[src/rtl/c_sample_filter_if.sv]
// Bundles the sampled-level inputs and the filtered status outputs of c_sample_filter.
interface c_sample_filter_if #(
   parameter int CNT_W = 8
);
   logic             pi_c;
   logic             pi_flag16;
   logic             pi_clr;
   logic             po_level;
   logic             po_rise;
   logic             po_fall;
   logic [CNT_W-1:0] po_cnt;
   logic [1:0]       po_state;

   modport master (
      output pi_c, pi_flag16, pi_clr,
      input  po_level, po_rise, po_fall, po_cnt, po_state
   );

   modport slave (
      input  pi_c, pi_flag16, pi_clr,
      output po_level, po_rise, po_fall, po_cnt, po_state
   );
endinterface

[src/rtl/c_sample_filter.sv]
// Strobe-gated debouncer for the a_and_b level: filtered level, edge pulses and a
// saturating rising-event counter.
module c_sample_filter #(
   parameter int DEB_N = 4,
   parameter int CNT_W = 8
) (
   input  logic           clk,
   input  logic           rst_n,
   c_sample_filter_if.slave bus
);
   localparam int RW = $clog2(DEB_N + 1);

   typedef enum logic [1:0] {LOW = 2'd0, RISE = 2'd1, HIGH = 2'd2, FALL = 2'd3} state_t;

   state_t           state;
   logic [RW-1:0]    run;
   logic [RW-1:0]    run_nxt;
   logic             run_done;
   logic             level;
   logic             rise;
   logic             fall;
   logic [CNT_W-1:0] cnt;

   assign run_nxt  = run + RW'(1);
   assign run_done = (run_nxt == RW'(DEB_N));

   always_ff @(posedge clk or negedge rst_n) begin
      if (!rst_n) begin
         state <= LOW;
         run   <= '0;
         level <= 1'b0;
         rise  <= 1'b0;
         fall  <= 1'b0;
         cnt   <= '0;
      end else begin
         rise <= 1'b0;
         fall <= 1'b0;
         if (bus.pi_clr) cnt <= '0;
         // Every strobe-high cycle is one sample; pi_c is don't-care otherwise.
         if (bus.pi_flag16) begin
            case (state)
               LOW: begin
                  if (bus.pi_c) begin
                     state <= RISE;
                     run   <= RW'(1);
                  end
               end
               RISE: begin
                  if (!bus.pi_c) begin
                     state <= LOW;
                     run   <= '0;
                  end else if (run_done) begin
                     state <= HIGH;
                     run   <= '0;
                     level <= 1'b1;
                     rise  <= 1'b1;
                     // A coincident clear drops this event from the count.
                     if (!bus.pi_clr && cnt != {CNT_W{1'b1}}) cnt <= cnt + CNT_W'(1);
                  end else begin
                     run <= run_nxt;
                  end
               end
               HIGH: begin
                  if (!bus.pi_c) begin
                     state <= FALL;
                     run   <= RW'(1);
                  end
               end
               FALL: begin
                  if (bus.pi_c) begin
                     state <= HIGH;
                     run   <= '0;
                  end else if (run_done) begin
                     state <= LOW;
                     run   <= '0;
                     level <= 1'b0;
                     fall  <= 1'b1;
                  end else begin
                     run <= run_nxt;
                  end
               end
               default: begin
                  state <= LOW;
                  run   <= '0;
               end
            endcase
         end
      end
   end

   assign bus.po_level = level;
   assign bus.po_rise  = rise;
   assign bus.po_fall  = fall;
   assign bus.po_cnt   = cnt;
   assign bus.po_state = state;
endmodule

[src/flat_wrapper.sv]
// flat-port wrapper written by rule: the top's interface ports become plain ports
module c_sample_filter_flat 
#(
   parameter int DEB_N = 4,
   parameter int CNT_W = 8
)
  (clk, rst_n, bus_pi_c, bus_pi_flag16, bus_pi_clr, bus_po_level, bus_po_rise, bus_po_fall, bus_po_cnt, bus_po_state);
  c_sample_filter_if #(.CNT_W(CNT_W)) bus_i ();
  input  logic clk;
  input  logic rst_n;
  input wire logic [$bits(bus_i.pi_c)-1:0] bus_pi_c;
  input wire logic [$bits(bus_i.pi_flag16)-1:0] bus_pi_flag16;
  input wire logic [$bits(bus_i.pi_clr)-1:0] bus_pi_clr;
  output wire logic [$bits(bus_i.po_level)-1:0] bus_po_level;
  output wire logic [$bits(bus_i.po_rise)-1:0] bus_po_rise;
  output wire logic [$bits(bus_i.po_fall)-1:0] bus_po_fall;
  output wire logic [$bits(bus_i.po_cnt)-1:0] bus_po_cnt;
  output wire logic [$bits(bus_i.po_state)-1:0] bus_po_state;
  assign bus_i.pi_c = bus_pi_c;
  assign bus_i.pi_flag16 = bus_pi_flag16;
  assign bus_i.pi_clr = bus_pi_clr;
  assign bus_po_level = bus_i.po_level;
  assign bus_po_rise = bus_i.po_rise;
  assign bus_po_fall = bus_i.po_fall;
  assign bus_po_cnt = bus_i.po_cnt;
  assign bus_po_state = bus_i.po_state;
  c_sample_filter #(.DEB_N(DEB_N), .CNT_W(CNT_W)) u_core (.clk(clk), .rst_n(rst_n), .bus(bus_i));
endmodule
[config.mk]
export PLATFORM = sky130hd
export DESIGN_NAME = c_sample_filter_flat
export DESIGN_NICKNAME = d
export VERILOG_FILES = /design/src/rtl/c_sample_filter_if.sv /design/src/rtl/c_sample_filter.sv /design/src/flat_wrapper.sv
export SDC_FILE = /design/constraint.sdc
export NUM_CORES = 1
export LEC_CHECK = 0
export ABC_AREA = 1
export BUFFER_PORTS_ARGS = -buffer_cell sky130_fd_sc_hd__buf_2
export CELL_PAD_IN_SITES_DETAIL_PLACEMENT = 0
export CELL_PAD_IN_SITES_GLOBAL_PLACEMENT = 1
export CORE_ASPECT_RATIO = 0.7
export CORE_MARGIN = 2
export CORE_UTILIZATION = 35
export DETAILED_ROUTE_END_ITERATION = 8
export GPL_ROUTABILITY_DRIVEN = 1
export GPL_TIMING_DRIVEN = 1
export PLACE_DENSITY = 0.79
export SYNTH_ARGS = -nofsm -noshare
export SYNTH_HDL_FRONTEND = slang
export SYNTH_SLANG_ARGS = --single-unit
[constraint.sdc]
create_clock -name clk -period 3.8 [get_ports clk]
set_clock_uncertainty 0.2 [all_clocks]
set_input_delay 0.38 -clock clk [delete_from_list [all_inputs] [get_ports clk]]
set_output_delay 0.38 -clock clk [all_outputs]
set_load 0.05 [all_outputs]
## After elaboration in Yosys (flattened, before gate mapping)

Index checks and enable logic that the tools add are counted.

| storage, ports and cells | value |
|---|---|
| word-level logic and storage cells | 59 |
| input port bits | 5 |
| register bits after elaboration | 16 |
| output and inout port bits | 13 |

| operators by class | value |
|---|---|
| reductions and logical operators | 7 |
| mux-type cells | 31 |
| eq/ne operators | 13 |
| add/sub/neg operators | 2 |

Operator list:

| cell | number |
|---|---|
| 8-bit two-way mux | 6 |
| 3-bit two-way mux | 5 |
| 2-bit two-way mux | 6 |
| 3-bit one-hot mux with 4 select lines | 1 |
| 1-bit two-way mux | 11 |
| 8-bit by 1-bit adder with 8-bit output (second input constant) | 1 |
| 2-bit inequality test (second input constant) | 4 |
| 8-bit inequality test (second input constant) | 1 |
| 2-bit one-hot mux with 4 select lines | 1 |
| 3-bit by 2-bit inequality test with 1-bit output (second input constant) | 2 |
| 6-bit AND reduction | 1 |
| 5-bit AND reduction | 1 |
| 2-bit equality test (second input constant) | 2 |
| 2-bit by 1-bit inequality test with 1-bit output (second input constant) | 2 |
| 3-bit by 1-bit adder with 3-bit output (second input constant) | 1 |
| 3-bit equality test (second input constant) | 1 |
| 3-bit AND reduction | 1 |
| 2-bit by 1-bit equality test with 1-bit output (second input constant) | 1 |
| 2-bit zero test | 1 |
| 1-bit one-hot mux with 2 select lines | 1 |
| 2-bit nonzero test | 1 |
| 1-bit logical AND | 1 |
| 1-bit zero test | 1 |

## Logic depth before layout (Yosys ltp)

Gate-level depths: netlist of the first run.

| depth | value |
|---|---|
| depth in word-level cells | 7 |
| mapped depth | 9 |
| mapped depth without buffers | 9 |

## Worst setup path before layout of the first run

No wires, ideal clock.

| path | value |
|---|---|
| path type | register -> register |
| start point | register u_core.cnt[0] (netlist: u_core.bus.po_cnt[0]) |
| end point | register u_core.cnt[0] (netlist: u_core.bus.po_cnt[0]) |
| path slack | 1.956 ns |
| library setup time | 0.122 ns |
| period minus slack after synthesis | 1.844 ns |
| stages on the path, launching flop included | 9 |
| path buffers | 0 |
| data arrival time | 1.522 ns |
| data required time | 3.478 ns |
| cell sequence | dfrtp_1 > ha_1 > nand2_1 > nor2_4 > nand2_2 > nand2_1 > nor2_4 > nand2_1 > o21ai_1 |

| between the ends | value |
|---|---|
| longest elaborated chain between the ends | 7 |
| elaborated cells on any way between the ends | 9 |
| those cells by class | add/sub: 1; eq/ne: 1; mux: 6; reduce/logical: 1 |

RTL lines:

| element | RTL line | text |
|---|---|---|
| start, declared | c_sample_filter.sv:22 | `logic [CNT_W-1:0] cnt;` |
| start signal, assigned | c_sample_filter.sv:58 | `if (!bus.pi_clr && cnt != {CNT_W{1'b1}}) cnt <= cnt + CNT_W'(1);` |
| branches (longest 6 deep; another with 8-bit by 1-bit adder with 8-bit output) | n/a |  |
| 8-bit two-way mux * | c_sample_filter.sv:40 | `if (bus.pi_flag16) begin` |

Mark *: on every way between the ends.
A chain may end at the register's enable or synchronous reset.

## Worst setup path after layout of the first run

| path | value |
|---|---|
| start point | register u_core.run[0] |
| end point | register u_core.cnt[6] (netlist: u_core.bus.po_cnt[6]) |

| between the ends | value |
|---|---|
| longest elaborated chain between the ends | 6 |

RTL lines:

| element | RTL line | text |
|---|---|---|
| start, declared | c_sample_filter.sv:16 | `logic [RW-1:0] run;` |
| start signal, assigned | c_sample_filter.sv:60 | `run <= run_nxt;` |
| start signal, assigned | c_sample_filter.sv:79 | `run <= run_nxt;` |
| 3-bit by 1-bit adder with 3-bit output | c_sample_filter.sv:24 | `assign run_nxt = run + RW'(1);` |
| 3-bit equality test | c_sample_filter.sv:25 | `assign run_done = (run_nxt == RW'(DEB_N));` |
| 8-bit two-way mux | c_sample_filter.sv:52 | `end else if (run_done) begin` |
| 8-bit two-way mux | c_sample_filter.sv:49 | `if (!bus.pi_c) begin` |
| 8-bit two-way mux | c_sample_filter.sv:41 | `case (state)` |
| 8-bit two-way mux | c_sample_filter.sv:40 |  |

No other way between the ends.

==> impl_metrics.tcl, run 1 <==
set metrics [dict create \
    outcome "finished clean" \
    grtUsageMet2 0.2082 \
    core_area_um2 2477 \
    finalSetupTns_ps 0 \
    critical_path_buf_inv_count 2 \
    holdBufCountCts 1 \
    clock_sinks 16 \
    grt_use_met1 0.1911 \
    path_delay_family "simple AND/OR/NAND/NOR gates" \
    pin_count_of_the_biggest_net_entering_global_routing 17 \
    detail_route.first_pass.iterations 4 \
    die_height_um 46.86 \
    postLayoutCoreUtil 0.4429 \
    layout_cell_share_with_drive_strength_beyond_1 0.2296 \
    worst_path_largest_cell_delay_ps 360 \
    most-common-layout-cells "sky130_fd_sc_hd__nand2_1, sky130_fd_sc_hd__inv_1, sky130_fd_sc_hd__buf_2" \
    root_driver "sky130_fd_sc_hd__clkbuf_8" \
    vdd_drop_max_uv 192.4 \
    timing.max_cap.violations 0 \
    power.switching_fraction 0.3961 \
    ff_latch_area_um2 400.4 \
    drc 0 \
    detailedPlacementHpwl_mm 1.301 \
    grt_util_met3 0.05036 \
    total_leakage_power_nw 0.6065 \
    drt_wl_total_mm 1.668 \
    slew_headroom 0.7434 \
    timing.critical_path.slowest_stage_cell "sky130_fd_sc_hd__dfrtp_1" \
    num_vias 737 \
    multi_input_comb_area_um2 434.2 \
    postRouteAntennaNets 0 \
    final.period_utilization 0.4477 \
    dpl-instance-area_um2 1046 \
    most_common_cell_after_layout_fill_and_taps_aside "sky130_fd_sc_hd__nand2_1" \
    htreeDepth 1 \
    final_nets 146 \
    grt_pass1_wl_mm 3.111 \
    achievable-frequency_mhz 587.8 \
    synth-seq-area-share 0.4360 \
    finalHoldViolCount 0 \
    row_count 15 \
    total_power_uw 512.9 \
    vias_per_cell 4.361 \
    crit_chain "ha_1 > ha_1 > nand3_4 > nor2_8 > inv_6 > nor2_4 > nand2_1 > o21ai_1 > inv_1" \
    crit_arrival_ps 1640 \
    switching_power_uw 203.2 \
    areaGrowthSynthToFinish_pct 19.48 \
    grt_busiest_layer "met2" \
    netlist_area_um2 918.4 \
    r2r_start "u_core.run[0]$_DFFE_PN0P_" \
    tritoncts "yes" \
    worstHoldStart "bus_pi_clr" \
    synth-seq-cells 16 \
    worstSetupStartpoint "u_core.run[0]$_DFFE_PN0P_" \
    antenna_cells_inserted 0 \
    routed_wire_length_per_instance_um 9.870 \
    sequentialPowerShare 0.428 \
    worstSkewPairLatency_ps 250 \
    pwr-share-clk 0.241 \
    timing.setup.critical_path_class "reg -> reg" \
    clk_transition_reported_paths_ps 60 \
    power.combinational.fraction 0.331 \
    slew_viol_final 0 \
    cell_internal_pwr_uw 309.7 \
    io-pin-count 18 \
    path_common_cell "sky130_fd_sc_hd__ha_1" \
    synthesis.area_per_instance_um2 8.056 \
    cts_resized 0 \
    worst-path-max-fanout 10 \
    grt_use_total 0.1384 \
    cp_data_required_time_ps 3740 \
    floorplan.initialDensity 0.3707 \
    yosys_warnings 0 \
    post_synth_inst_count 114 \
    final_design_area_no_fill_um2 1097 \
    initialDrtViolationCount 25 \
    antenna_found_initial 0 \
    die_width_um 65.23 \
    worst_pin_slew_ps 384.9 \
    unrepaired_setup_endpoints_after_global_routing "no" \
    pwr_density_cell_nw_per_um2 467.4 \
    layout.filler_cells 260 \
    routabilityCongestion 0.7613 \
    finalCriticalPeriod_ps 1701 \
    io_buffer_count 17 \
    hold_path_class "in -> reg" \
    final.hold.worst_slack_ps 139.4 \
    die_area_um2 3056 \
    via_count_of_the_first_global_routing_pass 688 \
    timing.critical_path.to_type "flop" \
    clock_path_buffers 2 \
    report.final.setup_viol 0 \
    grt_overflow 0 \
    critical_path.startpoint_type "flop" \
    mappedNetlistNets 123 \
    yosys.cell_types.count 22 \
    postCtsSetupRepairBufs 0 \
    cts-buffers-inserted 3 \
]
## worst register-to-register path, delay by kind of cell (launching register included)
family          cells  cell delay (ps)
buf+inv             2              120
compound gates      1               70
fa+ha+maj           2              380
simple gates        4              470
flops               1              360
## kinds of logic (layout without fill, tap and decap cells)
kind of cell | count (synthesis) | count (layout) | synth area share
and+or+nand+nor | 60 | 60 | 0.3392
buffers and inverters | 21 | 42 | 0.09128
DFF | 16 | 16 | 0.4360
AOI/OAI and AO/OA | 12 | 12 | 0.06948
adders and majority gates | 4 | 4 | 0.05450
xor gates and xnor gates | 1 | 1 | 0.009539
## cells in the mapped netlist
| cell | number | area (um2) |
|---|---|---|
| sky130_fd_sc_hd__ha_1 | 4 | 50.05 |
| sky130_fd_sc_hd__a31oi_1 | 1 | 6.260 |
| sky130_fd_sc_hd__inv_1 | 20 | 75.07 |
| sky130_fd_sc_hd__nand2_4 | 1 | 11.26 |
| sky130_fd_sc_hd__nand3_4 | 1 | 17.52 |
| sky130_fd_sc_hd__nor2_4 | 3 | 33.78 |
| sky130_fd_sc_hd__inv_6 | 1 | 8.760 |
| sky130_fd_sc_hd__nand3b_1 | 1 | 7.510 |
| sky130_fd_sc_hd__nand2_1 | 27 | 101.4 |
| sky130_fd_sc_hd__xor2_1 | 1 | 8.760 |
| sky130_fd_sc_hd__dfrtp_1 | 16 | 400.4 |
| sky130_fd_sc_hd__nor3_1 | 1 | 5.000 |
| sky130_fd_sc_hd__nor2_8 | 1 | 20.02 |
| sky130_fd_sc_hd__a21oi_1 | 2 | 10.01 |
| sky130_fd_sc_hd__a21boi_0 | 1 | 7.510 |
| sky130_fd_sc_hd__nor2_1 | 14 | 52.55 |
| sky130_fd_sc_hd__nand2_2 | 3 | 18.77 |
| sky130_fd_sc_hd__nor2_2 | 1 | 6.260 |
| sky130_fd_sc_hd__nand3_1 | 5 | 25.02 |
| sky130_fd_sc_hd__o21ai_1 | 3 | 15.01 |
| sky130_fd_sc_hd__o21ai_0 | 5 | 25.02 |
| sky130_fd_sc_hd__nand4_1 | 2 | 12.51 |
## sequential cells by signal, summed over array words and instances (netlist names), named ones only
register and cells:
u_core.bus.po_rise 1, u_core.bus.po_cnt 8, u_core.bus.po_state 1, u_core.bus.po_fall 1, u_core.run 3, u_core.bus.po_level 1
## per-layer routing
metal  vias up  wire (um)
met4         0         18
li1        395          -
met1       326        893
met5         -          0
met2        14        677
met3         2         78
## power groups by stage
stage               combinational, mW  clock [mW]  sequential [mW]
floorplan                      0.0713           0            0.280
global placement                0.171           0            0.222
detailed placement              0.171           0            0.222
CTS                             0.172       0.130            0.220
global route                    0.193       0.140            0.224
finish                          0.170       0.124            0.220
## path summary, 6_finish.rpt
| check | endpoint | slack (ps) | depth (start not counted) |
|---|---|---|---|
| min | u_core.bus.po_cnt[1]$_DFF_PN0_ | 140 | 2 |
| min in group asynchronous | u_core.run[0]$_DFFE_PN0P_ | 380 | 2 |
| max | u_core.bus.po_cnt[6]$_DFF_PN0_ | 2100 | 9 |
| max reg2reg | u_core.bus.po_cnt[6]$_DFF_PN0_ | 2100 | 9 |
| max in group asynchronous | u_core.bus.po_cnt[4]$_DFF_PN0_ | 2740 | 2 |
| min reg2reg | u_core.run[1]$_DFFE_PN0P_ | 290 | 2 |
## through the flow
stage	worst slack, ps	cells
5_1_grt	1954	169
4_1_cts	2085	169
6_report	2099	169
3_3_place_gp	2137	165
3_5_place_dp	2098	165
2_1_floorplan	1956	114
## final cells by class
type / count / share of cell area
multi-input cells: 77 / 0.3957
flip-flops and latches: 16 / 0.3649
repair buffers: 18 / 0.08666
inverters: 21 / 0.07640
well taps: 34 / 0.03877
clock buffers: 3 / 0.03763
(Power assumes the default switching activity.)
==> run 2: changes to the inputs <==
Settings changed: PLACE_DENSITY 0.79 to 0.82.
Clock period 3.8 ns to 1.45 ns, I/O delays scaled along.
==> run 2 against run 1 <==
  * The run now ends with negative setup slack left
  * Hold slack got worse by 110 ps
  * Final area is 21% higher
  * Largest cell class unchanged
  * Worst setup slack worse by 2300 ps
  * Utilization up 9.3 points
  * Sequential cell count is the same
  * Clock-buffer cell count is 1 higher
  * Register-to-register slack lost 2300 ps
  * Wire length up 22%
==> impl_metrics.tcl, run 2 (same netlist as run 1, synthesis figures left out) <==
set metrics [dict create \
    tritoncts "yes" \
    outcome "complete, but fails checks" \
    layout_cell_share_with_drive_strength_beyond_1 0.4267 \
    r2r_setup_slack_ps -160 \
    worst_setup_slack_after_layout_ps -157.4 \
    largest_register_ff_count 8 \
    power.combinational.fraction 0.365 \
    worstSetupStartpoint "u_core.run[0]$_DFFE_PN0P_" \
    report.final.setup_viol 9 \
    postLayoutCoreUtil 0.5359 \
    timing.max_cap.violations 0 \
    floorplan.initialDensity 0.3707 \
    worstSkewPairLatency_ps 250 \
    die_height_um 46.86 \
    vias_per_cell 4.549 \
    cts-buffers-inserted 3 \
    grt_busiest_layer "met2" \
    finalHoldViolCount 0 \
    routed_wire_length_per_instance_um 11.03 \
    hold_path_class "in -> reg" \
    dp_cells 173 \
    clk_transition_reported_paths_ps 60 \
    initialDrtViolationCount 22 \
    sequentialPowerShare 0.380 \
    postRouteAntennaNets 0 \
    grt_pass1_wl_mm 3.201 \
    grt_overflow 0 \
    antenna_cells_inserted 0 \
    row_count 15 \
    num_vias 837 \
    grt_util_met3 0.05036 \
    achievable-frequency_mhz 622.1 \
    grt_use_total 0.1454 \
    finalCriticalPeriod_ps 1607 \
    pin_count_of_the_biggest_net_entering_global_routing 17 \
    die_area_um2 3056 \
    vdd_drop_max_uv 461.8 \
    cell_internal_pwr_uw 954.0 \
    antenna_found_initial 0 \
    core_area_um2 2477 \
    finalNonFillerCells 184 \
    grtUsageMet2 0.2286 \
    critical_path.startpoint_type "flop" \
    worst_pin_slew_ps 378.6 \
    final.period_utilization 1.109 \
    routabilityCongestion 0.8230 \
    detail_route.first_pass.iterations 4 \
    clock_path_buffers 2 \
    pwr_density_cell_nw_per_um2 1173 \
    violated_checks "negative setup slack" \
    reg2reg_to "u_core.bus.po_cnt[3]$_DFF_PN0_" \
    htreeDepth 1 \
    pwr-share-clk 0.255 \
    worst_case_reg_to_reg_path_depth 8 \
    layout.filler_cells 249 \
    via_count_of_the_first_global_routing_pass 721 \
    grt_use_met1 0.1872 \
    most-common-layout-cells "sky130_fd_sc_hd__nand2_1, sky130_fd_sc_hd__inv_1, sky130_fd_sc_hd__buf_2" \
    io-pin-count 18 \
    slew_viol_final 0 \
    final.hold.worst_slack_ps 33.11 \
    timing.critical_path.to_type "flop" \
    drc 0 \
    switching_power_uw 602.6 \
    crit_arrival_ps 1560 \
    r2r_start "u_core.run[0]$_DFFE_PN0P_" \
    worst-path-max-fanout 4 \
    clock_sinks 16 \
    die_width_um 65.23 \
    power.switching_fraction 0.3871 \
    io_buffer_count 17 \
    unrepaired_setup_endpoints_after_global_routing "yes" \
    timing.setup.critical_path_class "reg -> reg" \
    root_driver "sky130_fd_sc_hd__clkbuf_8" \
    final_nets 160 \
    total_leakage_power_nw 0.7075 \
    drt_wl_total_mm 2.029 \
    most_common_cell_after_layout_fill_and_taps_aside "sky130_fd_sc_hd__nand2_1" \
    slew_headroom 0.7476 \
    endpoint "u_core.bus.po_cnt[3]$_DFF_PN0_" \
    areaGrowthSynthToFinish_pct 44.55 \
    cp_data_required_time_ps 1400 \
    detailedPlacementHpwl_mm 1.509 \
]
-- run 2: routing by layer --
| layer | vias to the layer above | part of all wire |
|---|---|---|
| li1 | 423 | - |
| met1 | 394 | 0.49 |
| met2 | 16 | 0.46 |
| met3 | 4 | 0.046 |
| met4 | 0 | 0.011 |
| met5 | - | 0 |
-- run 2: timing repair --
item | 4_1_cts | 5_1_grt
gates resized for setup | 4 | 7
hold buffers | 3 | 0
pin swaps | 7 | 4
endpoints found under the setup margin | 10 | 13
gates cloned | 1 | 0
setup buffers | 2 | 1
endpoints found under the hold margin | 18 | 0
-- run 2: through the flow --
| step | power (mW) | setup TNS, ps | instance area (um2) | setup WS [ps] |
|---|---|---|---|---|
| 2_1_floorplan | 0.9394 | -868.2 | 973.4 | -152.4 |
| 3_3_place_gp | 1.070 | -915.9 | 1161 | -150.1 |
| 3_5_place_dp | 1.088 | -1430 | 1161 | -210.6 |
| 4_1_cts | 1.549 | -1037 | 1299 | -150.0 |
| 5_1_grt | 1.655 | -1726 | 1328 | -240.2 |
| 6_report | 1.557 | -912.4 | 1328 | -157.4 |
-- run 2: worst min-delay path by stage --
stage / slack (ps) / startpoint / cells past startpoint / to
2_1_floorplan: -350 / rst_n / 0 / async pin
3_3_place_gp: -110 / rst_n / 1 / u_core.run[0]$_DFFE_PN0P_
3_5_place_dp: -110 / rst_n / 1 / u_core.run[1]$_DFFE_PN0P_
4_1_cts: 30 / bus_pi_c / 4 / u_core.bus.po_fall$_DFF_PN0_
5_1_grt: 30 / bus_pi_c / 3 / u_core.bus.po_rise$_DFF_PN0_
6_report: 30 / bus_pi_c / 3 / u_core.bus.po_rise$_DFF_PN0_
-- run 2: final cells by class --
class / count / area [um2] / share of cell area
Sequential cell: 16 / 412.9 / 0.3110
Tap cell: 34 / 42.54 / 0.03205
Clock buffer: 4 / 55.05 / 0.04147
Inverter: 21 / 83.83 / 0.06315
Multi-Input combinational cell: 78 / 523.0 / 0.3940
Timing Repair Buffer: 31 / 210.2 / 0.1583
-- run 2: power groups by stage --
stage | registers (mW) | logic [mW] | clock network, mW
2_1_floorplan | 0.742 | 0.198 | 0
3_3_place_gp | 0.581 | 0.489 | 0
3_5_place_dp | 0.587 | 0.501 | 0
4_1_cts | 0.590 | 0.546 | 0.412
5_1_grt | 0.599 | 0.622 | 0.433
6_report | 0.591 | 0.568 | 0.397
-- run 2: worst max-delay path, cell delays in order, from the launching register on --
cell,delay (ps)
sky130_fd_sc_hd__dfrtp_1,400
sky130_fd_sc_hd__ha_4,160
sky130_fd_sc_hd__ha_4,130
sky130_fd_sc_hd__nand3_4,120
sky130_fd_sc_hd__buf_12,150
sky130_fd_sc_hd__nor2_4,130
sky130_fd_sc_hd__nand4_1,100
sky130_fd_sc_hd__nand2_1,80
sky130_fd_sc_hd__nor2_1,40
